<file path="src/rtl/id_stage.sv">
// rtl/id_stage.sv - decode stage: control decode, 32x32 register file, load-use stall, ID/EX register
// Optional feature: define REGFILE_BYPASS_EN for same-cycle write-before-read on the register file.
module id_stage #(
  parameter bit RF_RESET_CLEAR = 1'b1
) (
  input  logic        clk,
  input  logic        reset,
  input  logic [31:0] if_id_ir,
  input  logic [31:0] if_id_npc,
  input  logic        wb_regwrite,
  input  logic [4:0]  wb_write_reg,
  input  logic [31:0] wb_write_data,
  output logic [1:0]  id_ex_wb,
  output logic [2:0]  id_ex_m,
  output logic [3:0]  id_ex_ex,
  output logic [31:0] id_ex_npc,
  output logic [31:0] id_ex_rd1,
  output logic [31:0] id_ex_rd2,
  output logic [31:0] id_ex_imm,
  output logic [4:0]  id_ex_rt,
  output logic [4:0]  id_ex_rd,
  output logic        stall
);

  localparam logic [5:0] OP_RTYPE = 6'h00;
  localparam logic [5:0] OP_LW    = 6'h23;
  localparam logic [5:0] OP_SW    = 6'h2B;
  localparam logic [5:0] OP_BEQ   = 6'h04;

  logic [31:0] r_rf [0:31];

  logic [5:0]  w_op;
  logic [4:0]  w_rs;
  logic [4:0]  w_rt;
  logic [8:0]  w_ctrl;
  logic        w_we;
  logic [31:0] w_rd1;
  logic [31:0] w_rd2;
  logic [31:0] w_imm;

  assign w_op  = if_id_ir[31:26];
  assign w_rs  = if_id_ir[25:21];
  assign w_rt  = if_id_ir[20:16];
  assign w_imm = {{16{if_id_ir[15]}}, if_id_ir[15:0]};
  assign w_we  = wb_regwrite && (wb_write_reg != 5'd0) && !reset;

  // w_ctrl = {wb[1:0], m[2:0], ex[3:0]}; unknown opcodes decode to an all-zero NOP
  always_comb begin
    w_ctrl = 9'd0;
    case (w_op)
      OP_RTYPE: w_ctrl = {2'b10, 3'b000, 4'b1100};
      OP_LW:    w_ctrl = {2'b11, 3'b010, 4'b0001};
      OP_SW:    w_ctrl = {2'b00, 3'b001, 4'b0001};
      OP_BEQ:   w_ctrl = {2'b00, 3'b100, 4'b0010};
      default:  w_ctrl = 9'd0;
    endcase
  end

`ifdef REGFILE_BYPASS_EN
  assign w_rd1 = (w_rs == 5'd0) ? 32'd0 :
                 (w_we && (wb_write_reg == w_rs)) ? wb_write_data : r_rf[w_rs];
  assign w_rd2 = (w_rt == 5'd0) ? 32'd0 :
                 (w_we && (wb_write_reg == w_rt)) ? wb_write_data : r_rf[w_rt];
`else
  assign w_rd1 = (w_rs == 5'd0) ? 32'd0 : r_rf[w_rs];
  assign w_rd2 = (w_rt == 5'd0) ? 32'd0 : r_rf[w_rt];
`endif

  // Load in ID/EX whose destination feeds the instruction now in IF/ID
  assign stall = id_ex_m[1] && (id_ex_rt != 5'd0) &&
                 ((id_ex_rt == w_rs) || (id_ex_rt == w_rt));

  always_ff @(posedge clk) begin
    if (reset) begin
      if (RF_RESET_CLEAR) begin
        for (int i = 0; i < 32; i++) begin
          r_rf[i] <= 32'd0;
        end
      end
    end else if (w_we) begin
      r_rf[wb_write_reg] <= wb_write_data;
    end
  end

  always_ff @(posedge clk) begin
    if (reset) begin
      id_ex_wb  <= 2'd0;
      id_ex_m   <= 3'd0;
      id_ex_ex  <= 4'd0;
      id_ex_npc <= 32'd0;
      id_ex_rd1 <= 32'd0;
      id_ex_rd2 <= 32'd0;
      id_ex_imm <= 32'd0;
      id_ex_rt  <= 5'd0;
      id_ex_rd  <= 5'd0;
    end else begin
      // A stall inserts a bubble: controls cleared, data fields still captured
      {id_ex_wb, id_ex_m, id_ex_ex} <= stall ? 9'd0 : w_ctrl;
      id_ex_npc <= if_id_npc;
      id_ex_rd1 <= w_rd1;
      id_ex_rd2 <= w_rd2;
      id_ex_imm <= w_imm;
      id_ex_rt  <= if_id_ir[20:16];
      id_ex_rd  <= if_id_ir[15:11];
    end
  end

endmodule

</file>
<file path="config.mk">
export PLATFORM = sky130hd
export DESIGN_NAME = id_stage
export DESIGN_NICKNAME = d
export VERILOG_FILES = /design/src/rtl/id_stage.sv
export SDC_FILE = /design/constraint.sdc
export NUM_CORES = 2
export LEC_CHECK = 0
export BUFFER_PORTS_ARGS = -buffer_cell sky130_fd_sc_hd__clkbuf_2
export CAP_MARGIN = 30
export CORE_MARGIN = 2
export CORE_UTILIZATION = 55
export CTS_BUF_LIST = sky130_fd_sc_hd__clkbuf_4 sky130_fd_sc_hd__clkbuf_8
export CTS_CLUSTER_SIZE = 24
export DETAILED_ROUTE_END_ITERATION = 6
export PLACE_DENSITY = 0.75
export SYNTH_ARGS = -nofsm -noshare
export SYNTH_HDL_FRONTEND = slang
export SYNTH_SLANG_ARGS = --single-unit
</file>
<file path="constraint.sdc">
create_clock -name clk -period 2.4 [get_ports clk]
set_clock_uncertainty 0.1 [all_clocks]
set_input_delay 0.36 -clock clk [delete_from_list [all_inputs] [get_ports clk]]
set_output_delay 0.36 -clock clk [all_outputs]
set_load 0.1 [all_outputs]
</file>
==> results.ini <==
[run_status]
outcome = complete, but fails checks
violations = setup timing

[grt]
gr-usage-all-layers_pct = 32.45
antenna_found_initial = 6
grt-ovfl-total = 0
grt_max_degree = 56
grt_pass1_vias = 38090
grt_first_pass_wirelength_um = 252600

[clocking]
clk_latency_ps = 860
clock_path_buffers = 3
numCtsBuffers = 186
cts_tree = yes
cts-root-buf = clkbuf_8
cts_max_level = 4
clkTransAtPathRegs_ps = 60
clock_sinks = 1147

[timing]
layout_setup_ws_ps = -311.1
maxSlewHeadroom_pct = 33.20
setup_violations = 1
max_clock_freq_ghz = 0.3689
hold_viol = 0
finalCriticalPeriod_ps = 2711
maxSlewViolCount = 0
rsz0062_at_grt = true
finalCritPeriodShare_pct = 113.0
tightestPinTransition_ps = 999.9

[worst_hold_path]
hold_class = in2reg

[logic_synthesis]
yosysMostFrequentCell = edfxtp_1
seq_area_frac_synth_pct = 57.33
netlist_area_um2 = 57940
synth_cell_type_count = 43
yosysTopAreaCell = edfxtp_1
synth_flop_cell = edfxtp_1
synth_commonest_cells = edfxtp_1 (1024), and2_1 (994), mux4_2 (416)
async_flop_share_pct = 0
synth-edff-count = 1024
synth-seq-cells = 1147
avgSynthCellArea_um2 = 14.86
yosys.area.top_type_share_pct = 53.08
yosys_warnings = 0
syn_inst = 3898
synthTopCellsByArea = edfxtp_1 (53%), mux4_2 (16%), and2_1 (11%)

[floorplan]
die_h_um = 328.6
die_width_um = 328.6
initial_utilization_pct = 55.27
num_rows = 119
die_area_um2 = 107900
core_area_um2 = 104800
io_pins = 252

[power_and_ir_drop]
switching_share_pct = 26.76
p_leak_nw = 24.91
power_density_nw_per_um2 = 713.1
pwr-share-clk_pct = 36.8
pwr-share-comb_pct = 14.4
ir_worst_vdd_mv = 0.6559
pwr-share-seq_pct = 48.8
p_int_w = 0.03536
netSwitchingPower_w = 0.01292

[setup_path]
endpoint_kind = output pin
slowest_stage = or4_4
critPathArrivalTime_ps = 2250
path_cells = or4_4 -> o21a_4 -> and2_4 -> buf_12
crit_fanout = 2
required_ps = 1940
slowest_delay_ps = 530
critical_path_class = reg2out
cp_num_buf_inv = 1
cp-start-kind = register
crit_family = simple AND/OR/NAND/NOR gates
r2r_slack_ps = 360

[placement]
dp_hpwl_um = 109500
place_congestion = 0.9158
place_area_um2 = 63070
dp.cells = 5466
dpl_worst_slack_ps = -65.24
port_buffers = 251

[drt]
route.vias.total = 37750
route.detailed.drc = 0
drt_iter0_drc = 4997
highest_layer = met5
wl_um = 175200
final_antenna_net_count = 0
m1WireLength_um = 64640
vias_per_cell = 6.418
dr_wl_met3_um = 19810
drtPass1Iterations = 5
dr_wl_met2_um = 81180
avgRoutedWirePerCell_um = 29.80

[layout]
drive_above_1_share_pct = 33.35
fin_cells = 5881
area_delta_synth_final_pct = 16.86
num-nets-final = 4434
finalInstanceArea_um2 = 67710

[job]
maxCapViolCount = 0

## flip-flops by register name, indices dropped and copies added, names as in the netlist
signal / count
r_rf: 1024
id_ex_npc: 32
id_ex_rd1: 32
id_ex_rd2: 32
id_ex_imm: 16
id_ex_rt: 5
id_ex_ex: 3
id_ex_wb: 2
id_ex_m: 1
## kinds of logic after synthesis
group	after synthesis	share of synthesized area [%]
buffers and inverters	430	3.365
AO/OA/AOI/OAI	266	3.600
multiplexers	736	21.91
XOR/XNOR	10	0.1512
other	1	0.006473
flip-flops	1147	57.33
AND/OR/NAND/NOR	1308	13.64
## per-layer routing
metal | vias up | GRT usage (%)
li1 | 15640 | -
met1 | 18980 | 43.52
met2 | 2656 | 50.34
met3 | 469 | 6.573
met4 | 4 | 17.34
met5 | - | 0
## timing repair
item	CTS	global route
hold buffers	62	2
hold endpoints to repair	69	1
setup buffers	3	1
gates resized for setup	7	10
setup endpoints to repair	20	21
pin swaps	1	1
## path summary, 6_finish.rpt
| kind | startpoint | to | cells past startpoint |
|---|---|---|---|
| min | if_id_ir[25] | id_ex_rd1[6]$_SDFF_PP0_ | 4 |
| max reg2reg | id_ex_rt[1]$_SDFF_PP0_ | id_ex_wb[0]$_SDFF_PP0_ | 5 |
| max | id_ex_rt[1]$_SDFF_PP0_ | stall | 4 |
| min reg2reg | r_rf[14][12]$_SDFFCE_PN0P_ | id_ex_rd2[12]$_SDFF_PP0_ | 3 |
## cells in the final DEF, fill, tap and decap left out, types with 10 or more instances in the layout
master,netlist,final
edfxtp_1,1024,1024
and2_1,994,993
mux4_2,416,416
clkbuf_2,0,236
mux2i_1,224,224
buf_4,38,224
clkbuf_8,0,219
dfxtp_1,123,117
buf_12,0,107
mux2_2,96,96
nor2b_1,87,85
o22a_1,64,64
clkbuf_4,0,64
dlygate4sd3_1,0,63
nand2_1,39,39
nor2_1,67,35
a211oi_1,34,34
nor3_1,33,33
nand4_1,33,33
o22ai_1,33,32
o21ai_0,32,32
a22oi_1,32,32
o311a_1,32,32
o221ai_1,32,32
conb_1,1,32
nor2_2,0,31
or2_2,31,31
clkinv_2,0,30
clkinv_1,0,21
xnor2_1,10,10
## power by group through the flow
stage               combinational (W)  clock, W  sequential [W]
floorplan                     0.00338         0          0.0248
global placement              0.00670         0          0.0239
detailed placement            0.00679         0          0.0239
CTS                           0.00689    0.0179          0.0235
global route                  0.00718    0.0187          0.0236
finish                        0.00695    0.0178          0.0236
## layout make-up
cell class	instances	area [um^2]
fill	7337	37110
sequential	1147	33220
multi-input combinational	2352	23040
timing repair buffer	642	5773
clock buffer	281	3480
tap	1391	1740
clock inverter	63	437.9
antenna	4	10.01
inverter	1	3.754
## worst register-to-register path, cell delays in order (launching register included)
cell and delay, ps:
dfxtp_4 340, or4_4 530, o21a_4 210, buf_4 120, buf_4 140, a2111oi_0 460
## stage by stage
| step | utilization, % | setup TNS (ps) | hold slack, ps | power (W) |
|---|---|---|---|---|
| after detailed placement | 60.17 | -105.4 | 475.8 | 0.03071 |
| final | 64.59 | -311.1 | 89.82 | 0.04828 |
| after floorplan | - | 0 | 343.1 | 0.02821 |
| after CTS | 64.53 | -359.1 | 29.15 | 0.04828 |
| after global routing | 64.59 | -358.2 | 95.46 | 0.04955 |
| after global placement | 60.14 | -45.51 | 466.3 | 0.03056 |
(Power assumes the default switching activity.)
